`src/rtl/idct_mac_accum.sv`:
```
// idct_mac_accum
//   Multiply-accumulate back end of an IDCT row/column engine. Signed 32-bit
//   products from the upstream multiplier are summed TAPS at a time. Each sum
//   is rounded half-up, shifted right by SHIFT and saturated to OP_BITWIDTH
//   bits. The result is then queued in a 2-entry output FIFO, framed into rows
//   of 8 samples and blocks of 64 samples.
//
// Ports
//   clk        single clock, rising edge
//   rstN       asynchronous reset, active-low
//   state      controller phase: 010/011/100 compute, 000 abort/idle
//   P          signed product from the multiplier wrapper
//   p_valid    P valid this cycle
//   p_ready    product accepted when p_valid && p_ready
//   out_data   rounded, saturated sample at the FIFO head (0 when empty)
//   out_valid  FIFO non-empty
//   out_ready  downstream accepts out_data
//   out_last   head entry is the 8th sample of a row
//   blk_done   one-cycle pulse after the 64th sample of a block is popped
//   sat_flag   sticky saturation indicator
//   sat_clr    synchronous clear of sat_flag (a simultaneous set wins)
module idct_mac_accum #(
  parameter int OP_BITWIDTH = 16,
  parameter int TAPS        = 8,
  parameter int SHIFT       = 8
) (
  input  logic                          clk,
  input  logic                          rstN,
  input  logic [2:0]                    state,
  input  logic signed [31:0]            P,
  input  logic                          p_valid,
  output logic                          p_ready,
  output logic signed [OP_BITWIDTH-1:0] out_data,
  output logic                          out_valid,
  input  logic                          out_ready,
  output logic                          out_last,
  output logic                          blk_done,
  output logic                          sat_flag,
  input  logic                          sat_clr
);

  localparam int TAP_W = $clog2(TAPS);
  localparam int ACC_W = 32 + TAP_W;
  // One guard bit so that adding the rounding constant cannot overflow.
  localparam int RND_W = ACC_W + 1;

  localparam logic [TAP_W-1:0]        LAST_TAP = TAP_W'(TAPS - 1);
  localparam logic signed [RND_W-1:0] RND_HALF = RND_W'(2 ** (SHIFT - 1));
  localparam logic signed [RND_W-1:0] SAT_MAX  =
    {{(RND_W - OP_BITWIDTH + 1){1'b0}}, {(OP_BITWIDTH - 1){1'b1}}};
  localparam logic signed [RND_W-1:0] SAT_MIN  =
    {{(RND_W - OP_BITWIDTH + 1){1'b1}}, {(OP_BITWIDTH - 1){1'b0}}};

  function automatic logic signed [RND_W-1:0] round_shift(
    input logic signed [ACC_W-1:0] a
  );
    logic signed [RND_W-1:0] t;
    t = {a[ACC_W-1], a};
    t = t + RND_HALF;
    return t >>> SHIFT;
  endfunction

  function automatic logic sat_hit(input logic signed [RND_W-1:0] v);
    return (v > SAT_MAX) || (v < SAT_MIN);
  endfunction

  function automatic logic signed [OP_BITWIDTH-1:0] saturate(
    input logic signed [RND_W-1:0] v
  );
    if (v > SAT_MAX)
      return {1'b0, {(OP_BITWIDTH - 1){1'b1}}};
    else if (v < SAT_MIN)
      return {1'b1, {(OP_BITWIDTH - 1){1'b0}}};
    else
      return v[OP_BITWIDTH-1:0];
  endfunction

  logic                          idle_phase;
  logic                          compute_phase;
  logic                          accept;
  logic                          push;
  logic                          pop;

  logic [TAP_W-1:0]              tap_cnt;
  logic signed [ACC_W-1:0]       acc_p0;
  logic signed [ACC_W-1:0]       p_ext;
  logic signed [ACC_W-1:0]       sum_p0;
  logic signed [RND_W-1:0]       rnd_p0;
  logic signed [OP_BITWIDTH-1:0] res_p0;
  logic                          sat_p0;

  logic signed [OP_BITWIDTH-1:0] fifo_data [2];
  logic                          fifo_last [2];
  logic                          wr_ptr;
  logic                          rd_ptr;
  logic [1:0]                    fifo_cnt;
  logic [2:0]                    row_cnt;
  logic [5:0]                    blk_cnt;

  assign idle_phase    = (state == 3'b000);
  assign compute_phase = (state == 3'b010) || (state == 3'b011) ||
                         (state == 3'b100);

  // A full FIFO can still take a product when the head leaves this cycle;
  // this is the only combinational use of out_ready.
  assign p_ready = (fifo_cnt < 2'd2) || out_ready;
  assign accept  = p_valid && p_ready && compute_phase;
  assign push    = accept && (tap_cnt == LAST_TAP);
  assign pop     = out_valid && out_ready;

  // Stage p0: accumulate; the final tap's sum is rounded and saturated
  // straight from the adder output so it can be written in the same edge.
  always_comb begin
    p_ext  = {{TAP_W{P[31]}}, P};
    sum_p0 = (tap_cnt == '0) ? p_ext : acc_p0 + p_ext;
    rnd_p0 = round_shift(sum_p0);
    res_p0 = saturate(rnd_p0);
    sat_p0 = sat_hit(rnd_p0);
  end

  always_ff @(posedge clk or negedge rstN) begin
    if (!rstN) begin
      tap_cnt <= '0;
      acc_p0  <= '0;
    end else if (idle_phase) begin
      tap_cnt <= '0;
      acc_p0  <= '0;
    end else if (accept) begin
      tap_cnt <= (tap_cnt == LAST_TAP) ? '0 : tap_cnt + TAP_W'(1);
      acc_p0  <= sum_p0;
    end
  end

  // Stage p1: output FIFO. Storage is plain data; the empty-gating of
  // out_data/out_last keeps the outputs defined while the FIFO is empty.
  always_ff @(posedge clk) begin
    if (push) begin
      fifo_data[wr_ptr] <= res_p0;
      fifo_last[wr_ptr] <= (row_cnt == 3'd7);
    end
  end

  always_ff @(posedge clk or negedge rstN) begin
    if (!rstN) begin
      wr_ptr   <= 1'b0;
      rd_ptr   <= 1'b0;
      fifo_cnt <= 2'd0;
    end else begin
      if (push)
        wr_ptr <= ~wr_ptr;
      if (pop)
        rd_ptr <= ~rd_ptr;
      case ({push, pop})
        2'b10:   fifo_cnt <= fifo_cnt + 2'd1;
        2'b01:   fifo_cnt <= fifo_cnt - 2'd1;
        default: fifo_cnt <= fifo_cnt;
      endcase
    end
  end

  assign out_valid = (fifo_cnt != 2'd0);
  assign out_data  = out_valid ? fifo_data[rd_ptr] : '0;
  assign out_last  = out_valid && fifo_last[rd_ptr];

  // Framing: row position travels with each pushed sample, block position
  // advances on pops. Both restart when the controller aborts.
  always_ff @(posedge clk or negedge rstN) begin
    if (!rstN) begin
      row_cnt  <= 3'd0;
      blk_cnt  <= 6'd0;
      blk_done <= 1'b0;
      sat_flag <= 1'b0;
    end else begin
      if (idle_phase)
        row_cnt <= 3'd0;
      else if (push)
        row_cnt <= row_cnt + 3'd1;

      if (idle_phase)
        blk_cnt <= 6'd0;
      else if (pop)
        blk_cnt <= blk_cnt + 6'd1;

      // Registered so that out_ready never reaches blk_done combinationally.
      blk_done <= pop && (blk_cnt == 6'd63);

      if (push && sat_p0)
        sat_flag <= 1'b1;
      else if (sat_clr)
        sat_flag <= 1'b0;
    end
  end

endmodule

```
`config.mk`:
```
export PLATFORM = sky130hd
export DESIGN_NAME = idct_mac_accum
export DESIGN_NICKNAME = d
export VERILOG_FILES = /design/src/rtl/idct_mac_accum.sv
export SDC_FILE = /design/constraint.sdc
export NUM_CORES = 1
export LEC_CHECK = 0
export BUFFER_PORTS_ARGS = -buffer_cell sky130_fd_sc_hd__buf_2
export CORE_MARGIN = 2
export CORE_UTILIZATION = 50
export DETAILED_ROUTE_END_ITERATION = 6
export PLACE_DENSITY = 0.77
export SKIP_CTS_REPAIR_TIMING = 1
export SLEW_MARGIN = 20
export SYNTH_ARGS = -nofsm -noshare
export SYNTH_HDL_FRONTEND = slang
export SYNTH_SLANG_ARGS = --single-unit
```
`constraint.sdc`:
```
create_clock -name clk -period 5.05 [get_ports clk]
set_input_delay 1.01 -clock clk [delete_from_list [all_inputs] [get_ports clk]]
set_output_delay 1.01 -clock clk [all_outputs]
set_load 0.05 [all_outputs]
```
Yosys cells after proc, flatten, opt, wreduce, memory -nomap -nowiden

Memories as Yosys holds them, arrays and structs flattened.
Index checks and enable logic that the tools add are counted.

Register bits: 53
Memory bits (writable): 34
Output and inout bits: 21
Word-level logic and storage cells: 68
Memories: 2

Memories:

| memory    | words | bits a word | read ports | clocked after memory_dff | write ports | RTL line | source |
|---|---|---|---|---|---|---|---|
| fifo_data | 2     | 16          | 1          | 0                        | 1           | 92       | `logic signed [OP_BITWIDTH-1:0] fifo_data [2];` |
| fifo_last | 2     | 1           | 1          | 0                        | 1           | 93       | `logic fifo_last [2];` |

$add $sub $neg: 7
$lt $le $gt $ge: 3
Equal/unequal tests: 8
Multiplexer cells: 18
Bitwise gates (word level): 2
Reductions and logical operators: 19

Operators with widths:

| operator                                                     | count |
|---|---|
| 2-to-1 mux 35 bit                                            | 3 |
| 2-to-1 mux 16 bit                                            | 3 |
| adder 35 x 9 -> 36 bit, second input constant                | 1 |
| adder 35 x 32 -> 35 bit                                      | 1 |
| > comparator 28 x 16 -> 1 bit, second input constant         | 1 |
| less-than comparator 28 x 16 -> 1 bit, second input constant | 1 |
| 2-to-1 mux 3 bit                                             | 5 |
| 2-to-1 mux 6 bit                                             | 2 |
| nonzero test 2 bit                                           | 6 |
| equality test 3 bit, second input constant                   | 3 |
| logical AND 1 bit                                            | 7 |
| adder 3 x 1 -> 3 bit, second input constant                  | 2 |
| adder 6 x 1 -> 6 bit, second input constant                  | 1 |
| equality test 3 x 2 -> 1 bit, second input constant          | 2 |
| equality test 6 bit, second input constant                   | 1 |
| zero test 3 bit                                              | 2 |
| logical OR 1 bit                                             | 4 |
| 2-to-1 mux 1 bit                                             | 4 |
| case mux 2 bit (2 select lines)                              | 1 |
| adder 2 x 1 -> 2 bit, second input constant                  | 1 |
| equality test 2 x 1 -> 1 bit, second input constant          | 1 |
| equality test 2 bit, second input constant                   | 1 |
| less-than comparator 2 bit, second input constant            | 1 |
| inverter 1 bit                                               | 2 |
| subtractor 2 x 1 -> 2 bit, second input constant             | 1 |

Depth between registers and ports, before layout

Gate-level depths: netlist of run 1.

Depth in word-level cells: 7
Depth in mapped cells: 20

Least setup slack after synthesis of run 1

No wires, ideal clock.

Kind: input to register
Start point: in P[0]
End point: mem fifo_data[0][10] (data pin)
Library setup time: 0.169 ns
Arrival: 4.584 ns
Required time: 4.881 ns
Setup slack: 0.297 ns
Stages on the path: 19
Path buffers: 2
Cell sequence: ha_1 > inv_1 > fa_1 > nand2b_1 > a21oi_2 > o21ai_0 > and3b_1 > or3_1 > nand2_1 > ha_1 > nand3_1 > or2_1 > clkbuf_1 > o32ai_1 > a31oi_1 > nor4_2 > a31oi_1 > buf_6 > o21ai_0

Longest elaborated chain between the ends: 6

RTL lines:

| what                                  | RTL line | source |
|---|---|---|
| start, declared                       | 30       | `input logic signed [31:0] P,` |
| adder 35 x 32 -> 35 bit               | 115      | `sum_p0 = (tap_cnt == '0) ? p_ext : acc_p0 + p_ext;` |
| 2-to-1 mux 35 bit (*)                 | 115      |  |
| adder 35 x 9 -> 36 bit (*)            | 59       | `t = t + RND_HALF;` |
| less-than comparator 28 x 16 -> 1 bit | 72       | `else if (v < SAT_MIN)` |
| 2-to-1 mux 16 bit                     | 72       |  |
| 2-to-1 mux 16 bit (*)                 | 70       | `if (v > SAT_MAX)` |
| named net res_p0[10]                  | 89       | `logic signed [OP_BITWIDTH-1:0] res_p0;` |
| end, declared                         | 92       |  |

Mark *: on every way through the listed nets, which the timed path passes. The rest lies on a longest branch.

Worst setup path in the final report of run 1

Start point: in P[0]
End point: mem fifo_data[1][13] (data pin)

Same word-level chain as after synthesis.

==> flow_summary.json, run 1 <==
{
  "crit_family": "simple AND/OR/NAND/NOR gates",
  "synth_seq_cells": 87,
  "worstPathRequired_ns": 5.22,
  "antenna_found_initial": 0,
  "worstPathArrival_ns": 4.96,
  "clkPwrFrac_pct": 11.6,
  "chipHeight_um": 125.4,
  "dr_total_vias": 7431,
  "finalHoldViolations": 0,
  "cts_tree": "built",
  "pwr-share-seq_pct": 18.5,
  "core_area_mm2": 0.01448,
  "startpoint_type": "input port",
  "yosys.area.top_type_share_pct": 18.01,
  "avgSynthCellArea_um2": 8.358,
  "drtPass1Iterations": 5,
  "fmax_mhz": 208.6,
  "critPathKind": "in -> reg",
  "via_per_inst": 6.224,
  "period_share_pct": 94.94,
  "async_flop_share_pct": 60.92,
  "clockBufferDepth": 2,
  "hold_class": "reg -> reg",
  "port_buffers": 60,
  "synth_fp_nets": 964,
  "status": "finished, final reports clean",
  "cts.htree.levels": 3,
  "slew_viol_final": 0,
  "hold_ws_ns": 0.5036,
  "ff_latch_area_mm2": 0.002347,
  "place_inst": 1178,
  "tightest_slew_ns": 0.9890,
  "vdd_drop_max_uv": 290.4,
  "drc": 0,
  "crit_path_cell_trace": "buf_2 -> ha_1 -> inv_1 -> fa_1 -> nand2b_1 -> a21oi_2 -> buf_4 -> o21ai_1 -> buf_4 -> nand3_1 -> or3b_1 -> or2_1 -> or2_1 -> buf_4 -> o211a_1 -> mux2_2 -> o2111ai_1 -> o31ai_2 -> buf_4 -> o21ai_1",
  "cts_buffers": 9,
  "p_sw_w": 0.003081,
  "track_usage_pct": 28.47,
  "cts_sinks": 87,
  "dr.first_iter.drc_count": 652,
  "areaGrowthSynthToFinish_pct": 19.71,
  "synth_edf_count": 34,
  "max_slew_margin_pct": 34.07,
  "totalWireLength_mm": 22.01,
  "drive_gt1_share_pct": 22.08,
  "grt_pass1_vias": 7043,
  "grt_pass1_wl_mm": 36.14,
  "fp-row-count": 44,
  "multi_input_comb_area_mm2": 0.004780,
  "crit_path_top_delay_cell": "fa_1",
  "grt_max_degree": 63,
  "syn_inst": 881,
  "p_leak_nw": 3.927,
  "nFillCells": 1267,
  "seq_area_frac_synth_pct": 31.88,
  "cp_max_fo": 13,
  "fin_util_pct": 60.88,
  "n_antenna_cell": 0,
  "syn_area_mm2": 0.007363,
  "max_stage_delay_ns": 0.39,
  "synth.distinct_cells": 86,
  "p_per_area_mw_per_mm2": 702.4,
  "cp-end-kind": "flip-flop",
  "synth_top_cell_by_area": "dfrtp_1",
  "ios": 61,
  "yosys_most_used_dff": "dfrtp_1",
  "path_buf_inv": 6,
  "num-nets-final": 1088,
  "cp_common_cell": "buf_4",
  "swShare_pct": 49.75,
  "start_util_pct": 50.86,
  "place_congestion": 0.9749,
  "max_cap_viol_count": 0,
  "avgRoutedWirePerCell_um": 18.43,
  "dp_hpwl_mm": 16.00,
  "p_comb_share_pct": 69.9,
  "finalNonFillerCells": 1194,
  "cts_root_buf": "clkbuf_16",
  "setup_violations": 0,
  "fp.dieArea_mm2": 0.01571,
  "clk_pin_slew_ns": 0.07,
  "ys_warn_count": 0,
  "post-route-min-period_ns": 4.794,
  "clk_latency_ns": 0.36,
  "synthTopCellsByArea": "dfrtp_1 (18%), edfxtp_1 (14%), ha_1 (7.1%), o21ai_0 (4.6%), nand2_1 (4.6%)",
  "ant_nets": 0,
  "p_int_w": 0.003111,
  "skew_ns": 0.01002,
  "grt-ovfl-total": 0,
  "die_w_um": 125.4
}
kinds of logic after synthesis:
kind of cell | synth area share, %
adders and majority gates | 7.409
xor gates and xnor gates | 3.806
muxes | 4.248
buffers and inverters | 3.942
AOI/OAI and AO/OA | 23.40
DFF | 31.88
and+or+nand+nor | 25.32
metrics by stage:
step / worst slack, ns / setup TNS [ns] / total power [W] / instance area (µm²)
after floorplan: 0.2973 / 0 / 0.003923 / 7363
after global placement: -0.02087 / -0.1628 / 0.005247 / 8466
after detailed placement: -0.1375 / -2.597 / 0.005340 / 8466
after CTS: 0.1207 / 0 / 0.006090 / 8771
after global routing: -0.005226 / -0.005226 / 0.006647 / 8815
final: 0.2556 / 0 / 0.006192 / 8815
cell type report:
class / instances / area share [%]
tap: 184 / 2.612
multi-input combinational: 725 / 54.22
clock inverter: 7 / 0.9084
timing repair buffer: 165 / 12.35
clock buffer: 9 / 2.555
inverter: 17 / 0.7239
sequential: 87 / 26.63
layout by cell type (no fill, tap or decap), types with 5 or more instances in the layout:
cell type | Yosys | final
buf_4 | 1 | 105
nand2_1 | 90 | 90
nor2_1 | 72 | 71
o21ai_0 | 68 | 64
a21oi_1 | 62 | 62
buf_2 | 10 | 60
nand3_1 | 58 | 58
dfrtp_1 | 53 | 53
ha_1 | 42 | 42
edfxtp_1 | 34 | 34
mux2i_1 | 29 | 29
nand4_1 | 23 | 23
inv_1 | 17 | 17
xnor2_1 | 17 | 17
xor2_1 | 15 | 15
nor3_1 | 18 | 14
o211ai_1 | 13 | 13
and3_1 | 13 | 13
a31oi_1 | 13 | 13
or3_1 | 12 | 12
a21o_1 | 11 | 11
o21a_1 | 11 | 11
nand2b_1 | 10 | 9
o21ai_1 | 5 | 9
clkbuf_16 | 0 | 9
nor4_1 | 9 | 8
and4_1 | 7 | 7
nor3_2 | 3 | 7
and2_1 | 6 | 6
a211oi_1 | 6 | 6
o211a_1 | 6 | 6
o21bai_1 | 5 | 5
nor3b_1 | 5 | 5
o2111ai_1 | 5 | 5
a211o_1 | 5 | 5
synthesized netlist by cell type, types with 18 or more instances:
master / n
nand2_1: 90
nor2_1: 72
o21ai_0: 68
a21oi_1: 62
nand3_1: 58
dfrtp_1: 53
ha_1: 42
clkbuf_1: 34
edfxtp_1: 34
mux2i_1: 29
nand4_1: 23
nor3_1: 18
final timing paths:
kind	start	slack (ns)	end	cells after the start
setup / recovery	P[0]	0.26	fifo_data[1][13]	20
hold / removal	acc_p0[31]	0.50	acc_p0[31]	2
setup reg to reg	acc_p0[0]	0.64	fifo_data[1][13]	19
hold reg to reg	acc_p0[31]	0.50	acc_p0[31]	2
max in group asynchronous	rstN	3.74	blk_done	2
min in group asynchronous	rstN	0.79	acc_p0[1]	2
sequential cells by signal (all words and copies together) (netlist names):
name and flops:
fifo_last 2, fifo_data 32, wr_ptr 1, rd_ptr 1
acc_p0 35, blk_done 1, tap_cnt 3, row_cnt 3
fifo_cnt 2, blk_cnt 6, sat_flag 1
power by group through the flow:
stage / logic [W] / registers (W) / clock network [W]
after detailed placement: 0.00418 / 0.00116 / 0
final: 0.00433 / 0.00115 / 0.000719
after global routing: 0.00473 / 0.00117 / 0.000749
after floorplan: 0.00285 / 0.00108 / 0
after CTS: 0.00422 / 0.00114 / 0.000723
after global placement: 0.00410 / 0.00115 / 0
worst min-delay path: stages (launching register included):
cell	delay, ns
dfrtp_1	0.35
nand3_1	0.06
nand2_1	0.06
routing by layer:
metal  routed length, µm  share of wire, %  vias to the layer above  track usage (%)
met5                   0                 0                        -                0
met4                 836               3.8                        0            12.48
met3                1113               5.1                       59            3.124
met2               10650                48                      266            48.37
met1                9405                43                     3524            36.81
li1                    -                 -                     3582                -
No activity file was read; power rests on OpenSTA's default activity.
==> inputs of run 2 (changes only) <==
--- a/config.mk
+++ b/config.mk
@@ -6,6 +6,7 @@
 export NUM_CORES = 1
 export LEC_CHECK = 0
 export BUFFER_PORTS_ARGS = -buffer_cell sky130_fd_sc_hd__buf_2
+export CORE_ASPECT_RATIO = 1.1
 export CORE_MARGIN = 2
 export CORE_UTILIZATION = 50
 export DETAILED_ROUTE_END_ITERATION = 6
==> flow_summary.json, run 2 (synthesized netlist as in run 1, its figures left out) <==
{
  "status": "finished, final reports clean",
  "setup_violations": 0,
  "holdPathEnd": "wr_ptr",
  "place_congestion": 0.9900,
  "reg2reg_slack_ns": 0.57,
  "chipHeight_um": 131.3,
  "period_share_pct": 96.02,
  "grt-ovfl-total": 0,
  "clk_pin_slew_ns": 0.07,
  "pwr-share-seq_pct": 18.9,
  "cts_root_buf": "clkbuf_16",
  "regMostFlops": "acc_p0",
  "wl_met2_mm": 9.890,
  "post-route-min-period_ns": 4.849,
  "fp-row-count": 46,
  "design_area_mm2": 0.008731,
  "core_area_mm2": 0.01439,
  "startpoint_type": "input port",
  "place_area_mm2": 0.008401,
  "ant_nets": 0,
  "n_antenna_cell": 0,
  "port_buffers": 60,
  "wl_met3_mm": 1.235,
  "max_stage_delay_ns": 0.51,
  "dr_total_vias": 7366,
  "p_comb_share_pct": 70.1,
  "cts.htree.levels": 3,
  "fin_util_pct": 60.68,
  "swShare_pct": 50.56,
  "p_int_w": 0.003006,
  "maxUsedRoutingLayer": "met5",
  "max_slew_margin_pct": 34.06,
  "nFillCells": 1270,
  "grt_pass1_vias": 6804,
  "areaGrowthSynthToFinish_pct": 18.57,
  "cts_buffers": 9,
  "path_buf_inv": 2,
  "track_usage_pct": 27.31,
  "p_per_area_mw_per_mm2": 696.5,
  "crit_path_cell_trace": "buf_2 -> ha_1 -> or3_4 -> and3_1 -> a2111o_1 -> a211oi_2 -> o2111ai_1 -> a21oi_2 -> nor3b_2 -> nand4_1 -> nor4_1 -> o22ai_1 -> o31ai_2 -> buf_4 -> o21ai_0",
  "cts_tree": "built",
  "largest_register_ffs": 35,
  "crit_path_top_delay_cell": "nor3b_2",
  "vdd_drop_max_uv": 292.2,
  "fp.dieArea_mm2": 0.01571,
  "crit_family": "simple AND/OR/NAND/NOR gates",
  "totalWireLength_mm": 21.44,
  "p_sw_w": 0.003074,
  "p_leak_nw": 3.851,
  "critPathKind": "in -> reg",
  "antenna_found_initial": 1,
  "drtPass1Iterations": 5,
  "mostFrequentLayoutCells": "buf_4 (96), nand2_1 (90), nor2_1 (71), o21ai_0 (66), a21oi_1 (62)",
  "start_util_pct": 51.17,
  "drt-met1-wl_mm": 9.507,
  "fmax_mhz": 206.2,
  "dp_hpwl_mm": 16.04,
  "slew_viol_final": 0,
  "grt_max_degree": 63,
  "cp-end-kind": "flip-flop",
  "cts_sinks": 87,
  "worstHoldStart": "wr_ptr",
  "min_path_cells": 1,
  "num-nets-final": 1079,
  "via_per_inst": 6.174,
  "drive_gt1_share_pct": 21.28,
  "reg_top3": "acc_p0: 35 flops, fifo_data: 32 flops, blk_cnt: 6 flops",
  "worstPathRequired_ns": 5.13,
  "clkPwrFrac_pct": 11.0,
  "skew_ns": 0.01200,
  "layout_commonest_cell": "buf_4",
  "rr_worst_depth": 14,
  "clockBufferDepth": 2,
  "r2r-end": "fifo_data[0][5]",
  "grt_pass1_wl_mm": 34.53,
  "drc": 0,
  "worstPathArrival_ns": 4.93,
  "finalHoldViolations": 0,
  "power_w": 0.006081,
  "avgRoutedWirePerCell_um": 17.97,
  "die_w_um": 119.7,
  "cp_max_fo": 13,
  "dr.first_iter.drc_count": 677,
  "tightest_slew_ns": 0.9891,
  "ios": 61,
  "timing.rr.start": "acc_p0[9]",
  "max_cap_viol_count": 0,
  "fin_setup_tns_ns": 0,
  "clk_latency_ns": 0.36,
  "hold_class": "reg -> reg"
}
==> run 2: cell types whose count changed in the layout (fill, tap and decap cells not counted), moves of 2 or more <==
cell / before / now
buf_4: 105 / 96
nor3_1: 14 / 16
o21ai_1: 9 / 6
o21ai_0: 64 / 66
clkinvlp_4: 0 / 2
nor3_2: 7 / 5
==> run 2: metrics by stage <==
step	setup WS (ns)	hold slack [ns]	instances
3_3_place_gp	0.01794	0.4774	1177
3_5_place_dp	-0.09488	0.4835	1177
2_1_floorplan	0.2973	0.4608	881
4_1_cts	0.2394	0.4953	1193
6_report	0.2009	0.4965	1193
5_1_grt	-0.004644	0.5312	1193
==> run 2: worst max-delay path by stage <==
stage | startpoint | to | slack, ns | depth (start not counted)
after global routing | P[0] | fifo_data[0][3] | -0.005 | 18
final | P[9] | fifo_data[0][5] | 0.20 | 15
after detailed placement | P[7] | fifo_data[1][10] | -0.09 | 16
after global placement | P[6] | fifo_data[0][11] | 0.02 | 17
after floorplan | P[0] | fifo_data[0][10] | 0.30 | 19
after CTS | P[0] | fifo_data[1][10] | 0.24 | 18
==> run 2: power by group through the flow <==
| stage | sequential, W | combinational, W | clock [W] |
|---|---|---|---|
| after detailed placement | 0.00116 | 0.00414 | 0 |
| after global routing | 0.00117 | 0.00463 | 0.000694 |
| final | 0.00115 | 0.00426 | 0.000666 |
| after global placement | 0.00115 | 0.00408 | 0 |
| after CTS | 0.00115 | 0.00416 | 0.000671 |
| after floorplan | 0.00108 | 0.00285 | 0 |
==> run 2: routing by layer <==
| metal | GRT usage [%] | vias up |
|---|---|---|
| met1 | 37.41 | 3480 |
| met3 | 3.125 | 53 |
| met5 | 0 | - |
| met4 | 11.44 | 2 |
| li1 | - | 3552 |
| met2 | 43.75 | 279 |
==> run 2: worst reg2reg max path, stage by stage (launching register included) <==
cell and delay (ns):
dfrtp_1 0.40, ha_1 0.29, or3_4 0.37, and3_1 0.18, a2111o_1 0.42, a211oi_2 0.26, o2111ai_1 0.22, a21oi_2 0.21
nor3b_2 0.51, nand4_1 0.23, nor4_1 0.36, o22ai_1 0.17, o31ai_2 0.22, buf_4 0.23, o21ai_0 0.14
==> run 2: final cells by class <==
class	instances	area, µm²	area share [%]
clock buffer	9	225.2	2.580
clock inverter	7	65.06	0.7452
inverter	17	63.81	0.7309
multi-input combinational	725	4768	54.61
sequential	87	2347	26.88
tap	192	240.2	2.752
timing repair buffer	156	1021	11.69
